File: src/rtl/uart_rx.sv
// uart_rx: 8N1 UART receive engine, mid-bit sampling, one-cycle strobes.
// Optional 2-of-3 majority sampling when UART_RX_MAJORITY_EN is defined.
module uart_rx #(
  parameter int div_ratio = 868
) (
  input  logic       clk,
  input  logic       rst,
  input  logic       rx_line,
  output logic [7:0] rx_data,
  output logic       rx_valid,
  output logic       frame_err,
  output logic       busy
);

  localparam int CW  = $clog2(div_ratio + 1);
  localparam int MID = div_ratio / 2;

`ifdef UART_RX_MAJORITY_EN
  localparam int START_AT = MID;
`else
  localparam int START_AT = MID - 1;
`endif

  localparam logic [CW-1:0] C_START = CW'(START_AT);
  localparam logic [CW-1:0] C_BIT   = CW'(div_ratio - 1);

  typedef enum logic [2:0] {
    S_IDLE,
    S_START,
    S_DATA,
    S_STOP,
    S_BREAK
  } state_t;

  state_t          r_state;
  logic [CW-1:0]   r_cnt;
  logic [2:0]      r_bitcnt;
  logic [7:0]      r_shreg;
  logic            r_sync1;
  logic            r_sync2;
  logic            w_rx_s;
  logic            w_bit;

  assign w_rx_s = r_sync2;

`ifdef UART_RX_MAJORITY_EN
  logic r_h1;
  logic r_h2;

  // Two-deep history of rx_s for the S-1/S/S+1 vote
  always_ff @(posedge clk) begin
    if (rst) begin
      r_h1 <= 1'b1;
      r_h2 <= 1'b1;
    end else begin
      r_h1 <= w_rx_s;
      r_h2 <= r_h1;
    end
  end

  assign w_bit = (r_h2 & r_h1) | (r_h2 & w_rx_s) | (r_h1 & w_rx_s);
`else
  assign w_bit = w_rx_s;
`endif

  // Two-flop synchronizer, idles high
  always_ff @(posedge clk) begin
    if (rst) begin
      r_sync1 <= 1'b1;
      r_sync2 <= 1'b1;
    end else begin
      r_sync1 <= rx_line;
      r_sync2 <= r_sync1;
    end
  end

  // Frame FSM with registered strobes and busy
  always_ff @(posedge clk) begin
    if (rst) begin
      r_state   <= S_IDLE;
      r_cnt     <= '0;
      r_bitcnt  <= '0;
      r_shreg   <= '0;
      rx_data   <= 8'h00;
      rx_valid  <= 1'b0;
      frame_err <= 1'b0;
      busy      <= 1'b0;
    end else begin
      rx_valid  <= 1'b0;
      frame_err <= 1'b0;
      r_cnt     <= CW'(r_cnt + 1'b1);
      unique case (r_state)
        S_IDLE: begin
          r_cnt <= '0;
          if (!w_rx_s) begin
            r_state <= S_START;
            busy    <= 1'b1;
          end
        end
        S_START: begin
          if (r_cnt == C_START) begin
            r_cnt <= '0;
            if (!w_bit) begin
              r_state  <= S_DATA;
              r_bitcnt <= '0;
            end else begin
              r_state <= S_IDLE;
              busy    <= 1'b0;
            end
          end
        end
        S_DATA: begin
          if (r_cnt == C_BIT) begin
            r_cnt             <= '0;
            r_shreg[r_bitcnt] <= w_bit;
            r_bitcnt          <= 3'(r_bitcnt + 1'b1);
            if (r_bitcnt == 3'd7) begin
              r_state <= S_STOP;
            end
          end
        end
        S_STOP: begin
          if (r_cnt == C_BIT) begin
            r_cnt <= '0;
            if (w_bit) begin
              rx_data  <= r_shreg;
              rx_valid <= 1'b1;
              r_state  <= S_IDLE;
              busy     <= 1'b0;
            end else begin
              frame_err <= 1'b1;
              r_state   <= S_BREAK;
            end
          end
        end
        S_BREAK: begin
          r_cnt <= '0;
          if (w_rx_s) begin
            r_state <= S_IDLE;
            busy    <= 1'b0;
          end
        end
        default: begin
          r_state <= S_IDLE;
          busy    <= 1'b0;
        end
      endcase
    end
  end

endmodule

File: config.mk
export PLATFORM = sky130hd
export DESIGN_NAME = uart_rx
export DESIGN_NICKNAME = d
export VERILOG_FILES = /design/src/rtl/uart_rx.sv
export SDC_FILE = /design/constraint.sdc
export NUM_CORES = 1
export LEC_CHECK = 0
export ABC_CLOCK_PERIOD_IN_PS = 2350
export CAP_MARGIN = 40
export CELL_PAD_IN_SITES_DETAIL_PLACEMENT = 0
export CELL_PAD_IN_SITES_GLOBAL_PLACEMENT = 1
export CORE_ASPECT_RATIO = 0.75
export CORE_MARGIN = 5
export CORE_UTILIZATION = 40
export DETAILED_ROUTE_END_ITERATION = 12
export GPL_TIMING_DRIVEN = 0
export PLACE_DENSITY_LB_ADDON = 0.08
export SYNTH_ARGS = -nofsm -noshare
export SYNTH_HDL_FRONTEND = slang
export SYNTH_SLANG_ARGS = --single-unit
File: constraint.sdc
create_clock -name clk -period 2.35 [get_ports clk]
set_input_delay 0.3525 -clock clk [delete_from_list [all_inputs] [get_ports clk]]
set_output_delay 0.3525 -clock clk [all_outputs]
set_load 0.01 [all_outputs]
==> results of run 1 <==
-- flip-flops by register name, indices dropped and copies added, names as in the netlist --
register   flops
rx_valid       1
r_cnt         10
r_bitcnt       3
rx_data        8
r_shreg        8
busy           1
r_state        3
frame_err      1
r_sync2        1
r_sync1        1
-- power groups by stage --
stage / registers (W) / clock network, W / logic (W)
global route: 0.000635 / 0.000607 / 0.0000458
global placement: 0.000649 / 0 / 0.0000404
detailed placement: 0.000649 / 0 / 0.0000409
finish: 0.000634 / 0.000558 / 0.0000402
floorplan: 0.000649 / 0 / 0.0000263
CTS: 0.000634 / 0.000581 / 0.0000414
-- per-stage QoR --
| step | worst slack, ns | util [%] | cells |
|---|---|---|---|
| 2_1_floorplan | 0.5330 | - | 179 |
| 3_3_place_gp | 0.2459 | 46.27 | 247 |
| 3_5_place_dp | 0.2376 | 46.27 | 247 |
| 4_1_cts | 0.2143 | 49.16 | 255 |
| 5_1_grt | 0.02474 | 49.16 | 255 |
| 6_report | 0.2304 | 49.16 | 255 |
-- per-layer routing --
metal	vias to the layer above	routed length (um)	GRT usage (%)
met2	18	1475	19.92
met3	5	128	4.608
met1	584	1757	18.73
met4	0	32	5.336
met5	-	0	0
li1	658	-	-
-- worst min path at each step --
stage	start	endpoint	slack, ns	depth (start not counted)
2_1_floorplan	r_sync1	r_sync2	0.39	1
3_3_place_gp	r_sync1	r_sync2	0.39	1
3_5_place_dp	r_sync1	r_sync2	0.39	1
4_1_cts	r_sync1	r_sync2	0.41	1
5_1_grt	r_sync1	r_sync2	0.43	1
6_report	r_sync1	r_sync2	0.41	1
-- cell type report --
class                      count  area share (%)
buffer                        11           2.843
tap                           55           3.474
clock buffer                   7           4.359
sequential                    37           37.40
inverter                       3          0.5685
timing repair buffer          13           6.570
multi-input combinational    128           43.27
clock inverter                 1           1.516
-- synth_stat cells --
cell type / number / area [sq um]
dfxtp_1: 37 / 740.7
nor2_1: 33 / 123.9
mux2i_1: 18 / 180.2
nand2_1: 9 / 33.78
nand3_1: 8 / 40.04
nand4_1: 7 / 43.79
nor4_1: 6 / 37.54
xor2_1: 6 / 52.55
a21oi_1: 5 / 25.02
buf_2: 5 / 25.02
clkbuf_1: 4 / 15.01
ha_1: 4 / 50.05
inv_1: 3 / 11.26
nand2b_1: 3 / 18.77
nor3_1: 3 / 15.01
or2_2: 3 / 18.77
and2_1: 2 / 12.51
and3_1: 2 / 12.51
o21ai_0: 2 / 10.01
xnor2_1: 2 / 17.52
a211oi_1: 1 / 7.510
a22oi_1: 1 / 7.510
a311o_1: 1 / 10.01
a32oi_1: 1 / 8.760
and2b_1: 1 / 7.510
and4bb_4: 1 / 16.27
buf_6: 1 / 11.26
clkbuf_2: 1 / 5.000
nand4_4: 1 / 21.27
nor2_2: 1 / 6.260
nor3b_4: 1 / 18.77
nor4_2: 1 / 12.51
nor4b_1: 1 / 8.760
nor4b_2: 1 / 15.01
nor4bb_1: 1 / 10.01
o221ai_1: 1 / 8.760
or3_1: 1 / 6.260
-- logic make-up after synthesis --
kind of cell | Yosys count | share of synthesized area [%]
multiplexers | 18 | 10.82
buffers and inverters | 14 | 4.056
adder cells (fa/ha/maj) | 4 | 3.005
flip-flops | 37 | 44.48
XOR/XNOR | 8 | 4.208
AO/OA/AOI/OAI | 12 | 4.658
AND/OR/NAND/NOR | 86 | 28.78
==> results by group, run 1 <==
Die
  – Standard-cell row count: 20
  – Die Span X: 84.51 um
  – Core Region: ~0.0040 sq mm
  – Die area: between 0.005 and 0.006 sq mm
  – Initial Util: around two fifths
  – Die Span Y: between 60 and 70 um
  – IO Count: 14

Critical path
  – Worst setup EP type: register
  – RR Endpoint: rx_data[5]
  – Slowest cell on crit path: nor2_2
  – Worst setup path category: register to register
  – Arr. time, crit path: 2.28 ns
  – WP buf/inv: 0
  – Worst R2R Path Depth: 6
  – Flop-to-flop setup slack: approximately 0.23 ns
  – Nature of the critical path startpoint: register
  – CP top delay family: simple AND/OR/NAND/NOR gates
  – Levels on crit path: 6
  – Critical-path cell list: ha_1 -> and4bb_4 -> nand4_4 -> nor2_2 -> mux2i_1 -> nor2_1
  – CP Max Fanout: 8
  – CP max stage delay: between 0.5 and 0.6 ns
  – Crit path from: r_cnt[0]
  – CP Data Required Time: roughly 2.5 ns
  – Reg-to-Reg Start: r_cnt[0]
  – Critical Path End: rx_data[5]

Global route
  – First-pass GRT wire length: ~6.0 mm
  – Antenna violations before repair: 0
  – GRT Util Overall: between 10% and 20%
  – Total grt overflow: 0
  – Largest net degree at the start of global routing: 12
  – Number of global-route vias before repair: ~1,200

Place
  – DP HPWL: between 2 and 2.5 mm
  – Placed inst area: 0.001864 sq mm
  – PortBufs: 13
  – RD Place Congestion: around 0.8

Min path
  – Worst hold path class: register to register

Layout
  – Fillers: 390
  – Post-route cell area: roughly 0.002 sq mm
  – NumNets Final: about 210
  – Synthesis-to-finish area growth: 18.93%
  – # diodes: 0
  – Share of cells above drive strength 1: a little under an eighth
  – Multi-input gate area in the final layout: around 860 sq um
  – Commonest non-fill, non-tap cells in the layout: 37 x dfxtp_1, 33 x nor2_1, 18 x mux2i_1
  – Register area: 740.7 sq um
  – Most common cell after layout, fill and taps aside: dfxtp_1

CTS
  – TritonCTS Buffers: 5
  – Post-CTS resize count: 0
  – TritonCTS clock tree: built
  – Clk Latency, worst-skew pair: ~0.28 ns
  – CTS Hold Bufs: 0
  – H-Tree Depth: 2
  – Reg clk slew, reported paths: around 0.070 ns
  – Clk buf depth: 2
  – Setup bufs post-CTS: 0
  – Clock Tree Root: clkbuf_8
  – Clock sink count: 37

STA
  – Fmax: roughly 0.47 GHz
  – Final Setup Violations: 0
  – Post-route clock period utilization: between 90 and 100%
  – Relative slew margins: about three fifths
  – Hold WS: a little over 0.4 ns
  – Max-slew violations: 0
  – Fin. Hold Viols: 0
  – Final Skew: 0.006753 ns
  – Setup tns final: 0 ns
  – RSZ-0062 raised after global routing: false
  – Worst-margin pin slew: roughly 0.59 ns
  – Final critical-path required period: 2.120 ns

Synthesis
  – Sequential cell area fraction in the yosys report: ~44%
  – Ys Warns: 0
  – Mapped cell area: between 0.0015 and 0.002 sq mm
  – Seq cells post-synth: 37
  – Post-Syn Instances: roughly 180
  – Syn nets: about 190
  – Syn_area_per_cell: just over 9 sq um
  – Synth unique cells: 37

Power and ir drop
  – Reg power frac: 51.5%
  – Net Sw Frac: 19.54%
  – PD cells: 622.6 mW/mm^2
  – Clock Power Share: approximately 45%
  – Leakage power: about 0.67 nW
  – Internal: around 0.001 W
  – Comb pwr share: ~3.3%
  – Switching power of the nets: around 0.00024 W
  – Power Total: between 0.001 and 0.0015 W
  – Max VDD drop: 0.0003969 V

Drt
  – First-pass iteration count of the detailed router: 4
  – Via count: around 1,300
  – Vias per cell: about 5
  – Post-Route WL: around 3.4 mm
  – DR DRC count: 0
  – Wire per inst: 13.31 um
  – First-iteration detailed-routing DRC count: between 50 and 60
  – Antenna Violating Nets Remaining: 0

Status
  – Outcome: finished, final reports clean

Flow run
  – Max cap viols: 0
(Power assumes the default switching activity.)
==> run 2, diff against run 1 <==
--- a/config.mk
+++ b/config.mk
@@ -14,7 +14,7 @@
 export CORE_UTILIZATION = 40
 export DETAILED_ROUTE_END_ITERATION = 12
 export GPL_TIMING_DRIVEN = 0
-export PLACE_DENSITY_LB_ADDON = 0.08
+export PLACE_DENSITY = 0.69
 export SYNTH_ARGS = -nofsm -noshare
 export SYNTH_HDL_FRONTEND = slang
 export SYNTH_SLANG_ARGS = --single-unit
==> results by group, run 2 (same netlist as run 1, synthesis figures left out) <==
Power and ir drop
  – PD cells: 563.5 mW/mm^2 (-9.5%)
  – Clock Power Share: 38.6% (-6.7 points)
  – Comb pwr share: 3.7% (+0.4 points)
  – Internal: 0.0008506 W (-14%)
  – Switching power of the nets: 0.0002486 W (+3.2%)
  – Max VDD drop: 0.0002886 V (-27%)
  – Reg power frac: 57.7% (+6.2 points)
  – Power Total: 0.001099 W (-11%)
  – Net Sw Frac: 22.62% (+3.1 points)
  – Leakage power: 0.6549 nW (-2.2%)

Global route
  – Largest net degree at the start of global routing: 13 (+1)
  – GRT Util Overall: 12.76% (-0.97 points)
  – Number of global-route vias before repair: 1,205 (-3.0%)
  – Total grt overflow: 0 (unchanged)
  – First-pass GRT wire length: 5.644 mm (-5.3%)
  – Antenna violations before repair: 0 (unchanged)

Drt
  – DR DRC count: 0 (unchanged)
  – Vias per cell: 5.055 (+1.9%)
  – First-iteration detailed-routing DRC count: 59 (unchanged)
  – Met2 WL: 1.323 mm (-10%)
  – Met3 routed WL: 120 um (-6.3%)
  – Max Used Layer: met4
  – Antenna Violating Nets Remaining: 0 (unchanged)
  – First-pass iteration count of the detailed router: 4 (unchanged)
  – Via count: 1,289 (+1.9%)
  – Met1 WL: 1.830 mm (+4.2%)
  – Post-Route WL: 3.314 mm (-2.3%)
  – Wire per inst: 13.00 um (-2.3%)

Status
  – Outcome: finished, final reports clean

Place
  – Placed inst area: 0.001864 sq mm (unchanged)
  – RD Place Congestion: 0.7953 (+0.16%)
  – Minimum setup slack after placement: 0.1791 ns (-0.05853 ns)
  – PortBufs: 13 (unchanged)
  – DP HPWL: 2.426 mm (-0.27%)

CTS
  – TritonCTS Buffers: 5 (unchanged)
  – H-Tree Depth: 2 (unchanged)
  – Clock sink count: 37 (unchanged)
  – CTS Hold Bufs: 0 (unchanged)
  – Post-CTS resize count: 0 (unchanged)
  – Clk buf depth: 2 (unchanged)
  – Clock Tree Root: clkbuf_8
  – Reg clk slew, reported paths: 0.07 ns (about the same)
  – Clk Latency, worst-skew pair: 0.29 ns (about the same)
  – Setup bufs post-CTS: 0 (unchanged)
  – TritonCTS clock tree: built

STA
  – Final critical-path required period: 2.199 ns (+0.07941 ns)
  – Relative slew margins: 61.82% (+1.4 points)
  – Final Skew: 0.003622 ns (-0.003132 ns)
  – Fin. Hold Viols: 0 (unchanged)
  – Setup tns final: 0 ns (unchanged)
  – Final Setup Violations: 0 (unchanged)
  – RSZ-0062 raised after global routing: false
  – Worst setup margin: 0.1510 ns (-0.07941 ns)
  – Max-slew violations: 0 (unchanged)
  – Worst-margin pin slew: 0.5721 ns (-0.02168 ns)
  – Post-route clock period utilization: 93.58% (+3.4 points)
  – Fmax: 0.4547 GHz (-3.6%)

Critical path
  – CP max stage delay: 0.43 ns (-0.09 ns)
  – CP top delay family: simple AND/OR/NAND/NOR gates
  – Flop-to-flop setup slack: 0.15 ns (-0.08 ns)
  – Worst setup path category: register to register
  – WP buf/inv: 1 (+1)
  – CP Max Fanout: 10 (+2)
  – Arr. time, crit path: 2.36 ns (+0.08 ns)
  – Worst setup EP type: register
  – Critical-path cell list: ha_1 -> and4bb_4 -> nand4_4 -> buf_6 -> nor4_1 -> mux2i_1 -> nor2_1
  – Nature of the critical path startpoint: register
  – CP Data Required Time: 2.51 ns (about the same)
  – Slowest cell on crit path: nor4_1

Layout
  – NumNets Final: 206 (unchanged)
  – Synthesis-to-finish area growth: 17.13%
  – # diodes: 0 (unchanged)
  – Commonest non-fill, non-tap cells in the layout: 37 x dfxtp_1, 33 x nor2_1, 18 x mux2i_1
  – Share of cells above drive strength 1: 12.00% (+0.50 points)
  – Fillers: 397 (+1.8%)
  – Biggest register: r_cnt
  – Most common cell after layout, fill and taps aside: dfxtp_1
  – Top flop regs: r_cnt (10), r_shreg (8), rx_data (8)
  – Max reg flops: 10 (unchanged)
  – Post-route cell area: 0.001951 sq mm (-1.5%)

Die
  – Standard-cell row count: 20 (unchanged)
  – Die Span Y: 65.88 um (unchanged)
  – Die Span X: 84.51 um (unchanged)
  – Die area: 0.005567 sq mm (unchanged)
  – Initial Util: 41.34% (unchanged)
  – Core Region: 0.004029 sq mm (unchanged)
  – IO Count: 14 (unchanged)

Flow run
  – Max cap viols: 0 (unchanged)

Min path
  – Worst hold path class: register to register
==> run 2: metal layers <==
| layer | vias to the layer above | track usage [%] |
|---|---|---|
| li1 | 661 | - |
| met3 | 7 | 4.359 |
| met5 | - | 0 |
| met4 | 0 | 4.150 |
| met1 | 605 | 18.29 |
| met2 | 16 | 17.68 |
==> run 2: metrics by stage <==
stage               utilization [%]  std cells  hold slack [ns]
floorplan                         -        179           0.3895
global placement              46.27        247           0.3925
detailed placement            46.27        247           0.3968
CTS                           48.42        255           0.4166
global route                  48.42        255           0.4433
finish                        48.42        255           0.4107
==> run 2: cell type report <==
cell class | instances | area, sq um | area share [%]
Buffer | 11 | 56.30 | 2.886
Clock buffer | 5 | 68.82 | 3.528
Multi-Input combinational cell | 128 | 857.1 | 43.94
Sequential cell | 37 | 740.7 | 37.97
Timing Repair Buffer | 13 | 130.1 | 6.671
Tap cell | 55 | 68.82 | 3.528
Clock inverter | 3 | 17.52 | 0.8980
Inverter | 3 | 11.26 | 0.5773
==> run 2: power groups by stage <==
stage | sequential [W] | combinational (W) | clock [W]
detailed placement | 0.000649 | 0.0000409 | 0
finish | 0.000634 | 0.0000402 | 0.000425
global route | 0.000635 | 0.0000453 | 0.000468
global placement | 0.000649 | 0.0000403 | 0
CTS | 0.000634 | 0.0000411 | 0.000443
floorplan | 0.000649 | 0.0000263 | 0
==> run 2: final timing paths <==
check / from / end / cells past startpoint
hold reg to reg: r_sync1 / r_sync2 / 1
setup reg to reg: r_cnt[0] / r_shreg[7] / 7
hold / removal: r_sync1 / r_sync2 / 1
setup / recovery: r_cnt[0] / r_shreg[7] / 7
==> run 3, diff against run 2 <==
--- a/config.mk
+++ b/config.mk
@@ -13,7 +13,7 @@
 export CORE_MARGIN = 5
 export CORE_UTILIZATION = 40
 export DETAILED_ROUTE_END_ITERATION = 12
-export GPL_TIMING_DRIVEN = 0
+export GPL_TIMING_DRIVEN = 1
 export PLACE_DENSITY = 0.69
 export SYNTH_ARGS = -nofsm -noshare
 export SYNTH_HDL_FRONTEND = slang
==> results by group, run 3 (same netlist as run 1, synthesis figures left out) <==
Status
  – Outcome: finished, final reports clean

Power and ir drop
  – PD cells: 571.9 mW/mm^2 (+1.5%)
  – Max VDD drop: 0.0003795 V (+31%)
  – Leakage power: 0.6341 nW (-3.2%)

CTS
  – Post-CTS resize count: 0 (unchanged)
  – Reg clk slew, reported paths: 0.07 ns (about the same)
  – CTS Hold Bufs: 0 (unchanged)
  – H-Tree Depth: 2 (unchanged)
  – Clock Tree Root: clkbuf_8
  – TritonCTS Buffers: 5 (unchanged)
  – Clk buf depth: 2 (unchanged)
  – Clk Latency, worst-skew pair: 0.28 ns (about the same)
  – TritonCTS clock tree: built
  – Clock sink count: 37 (unchanged)
  – Setup bufs post-CTS: 0 (unchanged)

Layout
  – Max reg flops: 10 (unchanged)
  – Top flop regs: r_cnt (10), r_shreg (8), rx_data (8)
  – Share of cells above drive strength 1: 9.896% (-2.1 points)
  – Commonest non-fill, non-tap cells in the layout: 37 x dfxtp_1, 33 x nor2_1, 18 x mux2i_1
  – Synthesis-to-finish area growth: 14.88%
  – NumNets Final: 198 (-3.9%)
  – Most common cell after layout, fill and taps aside: dfxtp_1
  – # diodes: 0 (unchanged)
  – Biggest register: r_cnt

Critical path
  – Worst setup path category: register to register
  – CP Max Fanout: 12 (+2)
  – Worst setup EP type: register
  – Arr. time, crit path: 2.17 ns (-0.19 ns)
  – CP Data Required Time: 2.53 ns (+0.02 ns)
  – Nature of the critical path startpoint: register

STA
  – Hold WS: 0.4164 ns (+0.005720 ns)
  – Setup tns final: 0 ns (unchanged)
  – Fin. Hold Viols: 0 (unchanged)
  – Fmax: 0.5017 GHz (+10%)
  – Final Skew: 0.002408 ns (-0.001213 ns)
  – Final critical-path required period: 1.993 ns (-0.2056 ns)
  – Relative slew margins: 57.31% (-4.5 points)
  – Max-slew violations: 0 (unchanged)
  – RSZ-0062 raised after global routing: false
  – Worst-margin pin slew: 0.6394 ns (+0.06736 ns)
  – Post-route clock period utilization: 84.83% (-8.7 points)
  – Final Setup Violations: 0 (unchanged)

Place
  – DP HPWL: 2.233 mm (-7.9%)
  – PortBufs: 13 (unchanged)
  – RD Place Congestion: 0.7948 (about the same)

Die
  – Core Region: 0.004029 sq mm (unchanged)
  – Die Span X: 84.51 um (unchanged)
  – Standard-cell row count: 20 (unchanged)
  – Die Span Y: 65.88 um (unchanged)
  – Die area: 0.005567 sq mm (unchanged)
  – Initial Util: 41.34% (unchanged)
  – IO Count: 14 (unchanged)

Flow run
  – Max cap viols: 0 (unchanged)

Global route
  – Antenna violations before repair: 0 (unchanged)
  – First-pass GRT wire length: 5.223 mm (-7.5%)
  – Total grt overflow: 0 (unchanged)
  – GRT Util Overall: 11.81% (-0.95 points)
  – Number of global-route vias before repair: 1,085 (-10%)
  – Largest net degree at the start of global routing: 22 (+9)

Drt
  – Wire per inst: 12.56 um (-3.4%)
  – Antenna Violating Nets Remaining: 0 (unchanged)
  – Post-Route WL: 3.102 mm (-6.4%)
  – Vias per cell: 5.049 (-0.13%)
  – First-pass iteration count of the detailed router: 4 (unchanged)
  – First-iteration detailed-routing DRC count: 89 (+51%)
  – Via count: 1,247 (-3.3%)
  – DR DRC count: 0 (unchanged)

Min path
  – Worst hold path class: register to register
==> run 3: cell types whose count changed in the layout (fill, tap and decap cells not counted) <==
cell | previous run | this run
clkbuf_2 | 1 | 0
buf_6 | 1 | 0
clkbuf_1 | 4 | 1
buf_2 | 5 | 0
clkinvlp_4 | 1 | 0
buf_4 | 0 | 3
==> run 3: worst max-delay path, stage by stage (launching register included) <==
cell and delay (ns):
dfxtp_1 0.39, ha_1 0.27, and4bb_4 0.31, nand4_4 0.21
nor4_1 0.43, mux2i_1 0.23, nor2_1 0.05
==> run 3: through the flow <==
step           std cells   power, W  utilization (%)  area, sq um  setup WS (ns)
6_report             247   0.001094            47.48         1913         0.3566
5_1_grt              247   0.001135            47.48         1913         0.2088
4_1_cts              247   0.001110            47.48         1913         0.3733
3_5_place_dp         239  0.0006866            45.43         1831         0.3843
3_3_place_gp         239  0.0006863            45.43         1831         0.4068
2_1_floorplan        179  0.0006750                -         1665         0.5330
==> run 3: routing by layer <==
| layer | up-vias | global-route usage [%] | part of all wire [%] |
|---|---|---|---|
| li1 | 648 | - | - |
| met4 | 0 | 4.150 | 1.4 |
| met3 | 6 | 4.110 | 5.0 |
| met1 | 565 | 17.35 | 55 |
| met5 | - | 0 | 0 |
| met2 | 28 | 15.63 | 39 |
==> run 3: cell type report <==
class | count | area [sq um]
fillers | 379 | 2116
clock inverters | 2 | 10.01
multi-input cells | 128 | 857.1
repair buffers | 16 | 152.6
flip-flops and latches | 37 | 740.7
well taps | 55 | 68.82
clock buffers | 6 | 72.57
inverters | 3 | 11.26
==> run 3: power by group <==
group	switching [W]	leakage, nW	internal (W)
Sequential	0.00000963	0.299	0.000631
Combinational	0.0000165	0.290	0.0000144
Clock	0.000217	0.0450	0.000205
Total	0.000243	0.634	0.000851
==> run 3: path summary, 6_finish.rpt <==
path | startpoint | end | slack (ns) | cells after the start
setup / recovery | r_cnt[0] | r_shreg[1] | 0.36 | 6
hold / removal | r_sync1 | r_sync2 | 0.42 | 1
setup reg to reg | r_cnt[0] | r_shreg[1] | 0.36 | 6
hold reg to reg | r_sync1 | r_sync2 | 0.42 | 1
==> patch 1 (flow settings as in run 2) <==
Build with the macro `UART_RX_MAJORITY_EN` defined.
--- a/src/rtl/uart_rx.sv
+++ b/src/rtl/uart_rx.sv
@@ -1,5 +1,7 @@
 // uart_rx: 8N1 UART receive engine, mid-bit sampling, one-cycle strobes.
 // Optional 2-of-3 majority sampling when UART_RX_MAJORITY_EN is defined.
+`define UART_RX_MAJORITY_EN
+
 module uart_rx #(
   parameter int div_ratio = 868
 ) (
Check against the original RTL: no difference found for any inputs over 10 cycles, from zero or initial values and one cycle with rst high; that may be too few to reach the edited logic, so the function may still have changed.
==> patch 1 against run 2 <==
Critical path depth shrank 1; sequential cell count grew 2; routed wire length grew 5.3%; first-iteration DRC count shrank 12%; final area grew 6.5%; via count shrank 0.23%; count of clock-buffer cells in the layout grew 1; power grew 17%; clock skew grew 0.0039 ns; area after synthesis grew 5.7%; setup slack gained 0.27 ns.
==> patch 1: results (changes against run 2) <==
* Status: complete, no violations
* Signal inverters at 3 (unchanged)
* CP max stage delay at 0.50 ns (+0.07 ns)
* Multi-input combinational area share at 44.5% (+0.58 points)
* Worst-path clk slew at 0.08 ns
* Synth cell types at 45 (+22%)
* Dpl cell area at 1960 sq um (+5.1%)
* Drt first-iter violations at 52 (-12%)
* Clk_buf instances at 6 (+1)
* Met2 usage at 20.8% (+3.1 points)
* Met3 WL at 116 um (-3.3%)
* Number of gates resized after cts at 0 (unchanged)
* Worst relative slew slack at 69.1% (+7.2 points)
* Gr usage total at 13.9% (+1.2 points)
* Comb_multi_in at 131 (+2.3%)
* Cell Count, Final, Fillers Out at 259 (+1.6%)
* Critical R2R Capture: r_shreg[4]
* Syn Nets at 190 (+2.2%)
* Commonest cells in the netlist: dfxtp_1, nor2_1, mux2i_1, nand2b_1, nand2_1
* Metal-1 WL at 1890 um (+3.4%)
* Post-CTS Setup Bufs at 0 (unchanged)
* Dpl cells at 251 (+1.6%)
* Seq_cells at 39 (+5.4%)
* Reg2Reg Setup Slack at 0.42 ns (+0.27 ns)
* Buffering overhead at 8.37% (-1.2 points)
* Worst vdd ir at 0.347 mV (+20%)
* Net Sw Frac at 20.0% (-2.6 points)
* Fin nets at 210 (+1.9%)
* Layout cell share with drive strength beyond 1 at 12.3% (+0.25 points)
* CP max stage cell: or3b_1
* Routability Congestion at 0.771 (-3.1%)
* Metal2 WL at 1430 um (+8.2%)
* Pre-CTS setup slack at 0.342 ns (+0.163 ns)
* Clock skew at 0.00749 ns (+0.00387 ns)
* Ranking of synthesized cells by area: dfxtp_1, mux2i_1, nor2_1
* Non-clock buffer count at 23 (-4.2%)
* FILL cells at 424 (+6.8%)
* Worst Hold Slack at 0.411 ns (+0.000721 ns)
* First-pass GRT wire length at 6250 um (+11%)
* Critical path arrival at 2.14 ns (-0.22 ns)
* Met3 Use GR at 3.78% (-0.58 points)
* Vias in the first global route at 1296 (+7.6%)
* DP HPWL at 2490 um (+2.8%)
* P_leak at 0.799 nW (+22%)
* Crit Reg-Reg Startpoint: r_state[2]
* Top cell type's share of synthesized area at 44.3% (-0.13 points)
* DR vias/cell at 4.97 (-1.8%)
* Worst R2R Path Depth at 6 (-1)
* Clk tree area frac at 5.66% (+1.2 points)
* FF/Latch Area at 781 sq um (+5.4%)
* Fmax at 0.517 GHz (+14%)
* WL final at 3490 um (+5.3%)
* Final instance area at 2080 sq um (+6.5%)
* Cell Area, Synth at 1760 sq um (+5.7%)
* Sequential share of the synthesized area at 44.3% (-0.13 points)
* Worst-path fanout max at 8 (-2)
* M1 GR Usage at 19.0% (+0.68 points)
## patch 1: cell count changes after synthesis, moves of 4 or more
cell	run 2	this run
nand2b_1	3	11
nand4_1	7	1
nor4_1	6	0
xnor2_1	2	7
nand3_1	8	4
nor2_1	33	29
## patch 1: logic make-up after synthesis
kind of cell | synth area share, %
XOR/XNOR | 4.98
buffers and inverters | 3.13
adder cells (fa/ha/maj) | 3.41
AND/OR/NAND/NOR | 28.5
multiplexers | 9.17
AO/OA/AOI/OAI | 6.47
flip-flops | 44.3
## patch 1: power by group through the flow
stage	clock network (mW)	registers (mW)	logic (mW)
6_report	0.574	0.670	0.0382
5_1_grt	0.621	0.670	0.0434
4_1_cts	0.593	0.669	0.0389
3_5_place_dp	0	0.685	0.0388
3_3_place_gp	0	0.685	0.0377
2_1_floorplan	0	0.685	0.0242
## patch 1: worst max-delay path: cells and delay by family, from the launching register on
kind,cells,cell delay [ns]
buffers and inverters,1,0.19
flip-flops,1,0.30
multiplexers,1,0.22
AND/OR/NAND/NOR,4,1.15
==> patch 2 (flow settings as in run 2) <==
Without the edit above. Register the input `rx_line` before use. The logic sees it one clock later.
--- a/src/rtl/uart_rx.sv
+++ b/src/rtl/uart_rx.sv
@@ -31,6 +31,12 @@
     S_STOP,
     S_BREAK
   } state_t;
+
+  logic rx_line_q;
+
+  always_ff @(posedge clk) begin
+    rx_line_q <= rx_line;
+  end
 
   state_t          r_state;
   logic [CW-1:0]   r_cnt;
@@ -69,7 +75,7 @@
       r_sync1 <= 1'b1;
       r_sync2 <= 1'b1;
     end else begin
-      r_sync1 <= rx_line;
+      r_sync1 <= rx_line_q;
       r_sync2 <= r_sync1;
     end
   end
Check against the original RTL: not equivalent (Yosys sat finds a counterexample within 4 cycles, from zero or initial values and one cycle with rst high).
==> patch 2 against run 2 <==
Routed wire length is 9.9% higher; area after synthesis is 0.90% higher; final area is 2.3% higher; sequential cell count is 1 higher; first-iteration DRC count is 47% higher; combinational power is 11% lower; power is 12% higher; setup slack better by 0.056 ns; highest routed layer unchanged.
==> patch 2: results (changes against run 2) <==
* Sequential share of the synthesized area at 45.3% (+0.79 points)
* Avg Cell Area, Syn at 9.44 sq um (+1.5%)
* P_leak at 0.648 nW (-1.1%)
* Worst-path fanout max at 5 (-5)
* First-pass GRT wire length at 6030 um (+6.8%)
* Dpl cell area at 1880 sq um (+0.81%)
* Synth cell types at 46 (+24%)
* Syn Nets at 185 (-0.54%)
* Via count at 1374 (+6.6%)
* Layout cell share with drive strength beyond 1 at 9.60% (-2.4 points)
* Minimum clock period at 2.14 ns (-0.0559 ns)
* Dpl cells at 246 (-0.40%)
* DP HPWL at 2660 um (+9.8%)
* Gr usage total at 13.5% (+0.77 points)
* WL final at 3640 um (+9.9%)
* Synth Warn # at 0 (unchanged)
* Drt first-iter violations at 87 (+47%)
* Logic pwr share at 2.9% (-0.8 points)
* Clock skew at 0.00229 ns (-0.00133 ns)
* Net Sw Frac at 18.8% (-3.8 points)
* Worst vdd ir at 0.297 mV (+3.1%)
* Power Combinational at 0.0359 mW (-11%)
* CP max stage cell: nor4bb_1
* Ranking of synthesized cells by area: dfxtp_1, mux2i_1, nor2_1
* Worst R2R Path Depth at 5 (-2)
* Largest net degree at the start of global routing at 12 (-1)
* CP max stage delay at 0.58 ns (+0.15 ns)
* Fin nets at 205 (-0.49%)
* Worst relative slew slack at 56.7% (-5.2 points)
* Reg2Reg Setup Slack at 0.21 ns (+0.06 ns)
* Critical path arrival at 2.32 ns (-0.04 ns)
* Capture point of the worst path: r_bitcnt[0]
* Status: complete, no violations
* Sequential cell power at 0.653 mW (+3%)
* Routability Congestion at 0.836 (+5.2%)
* Avg WL per Cell at 14.4 um (+11%)
[patch 2: cell count changes after synthesis, sizes merged, moves of 5 or more]
cell / before / now
buf: 6 / 1
nand2: 9 / 14
mux2i: 18 / 12
nor2: 34 / 25
[patch 2: layout make-up]
type                            count  area (sq um)
Inverter                            4          15.0
Timing Repair Buffer               13           130
Sequential cell                    38           761
Multi-Input combinational cell    130           882
Buffer                              6          26.3
Clock inverter                      1          30.0
Fill cell                         391          2060
Clock buffer                        6          82.6
Tap cell                           55          68.8
[patch 2: layer usage]
metal | up-vias | part of all wire, % | GRT usage, %
li1 | 693 | - | -
met1 | 641 | 55 | 18.4
met2 | 35 | 40 | 20.7
met3 | 5 | 4.1 | 3.36
met4 | 0 | 1.1 | 4.94
met5 | - | 0 | 0
[patch 2: cells by family (layout without fill, tap and decap cells)]
kind of cell | count (synthesis) | in the layout | share of synthesized area, %
AND/OR/NAND/NOR | 80 | 80 | 26.0
flip-flops | 38 | 38 | 45.3
AO/OA/AOI/OAI | 25 | 25 | 11.3
multiplexers | 13 | 13 | 7.82
buffers and inverters | 10 | 30 | 2.46
XOR/XNOR | 8 | 8 | 4.17
adder cells (fa/ha/maj) | 4 | 4 | 2.98
[patch 2: worst min path at each step]
stage,start,to,slack (ns),cells past startpoint
5_1_grt,r_sync1,r_sync2,0.43,1
3_3_place_gp,r_sync1,r_sync2,0.39,1
3_5_place_dp,rx_line_q,r_sync1,0.40,1
6_report,r_sync1,r_sync2,0.41,1
4_1_cts,rx_line_q,r_sync1,0.41,1
2_1_floorplan,rx_line,rx_line_q,0.38,0
[patch 2: worst max-delay path: cells and delay by family, from the launching register on]
kind	cells	cell delay, ns
flops	1	0.40
fa+ha+maj	1	0.16
simple gates	2	0.81
mux	1	0.27
compound gates	1	0.40
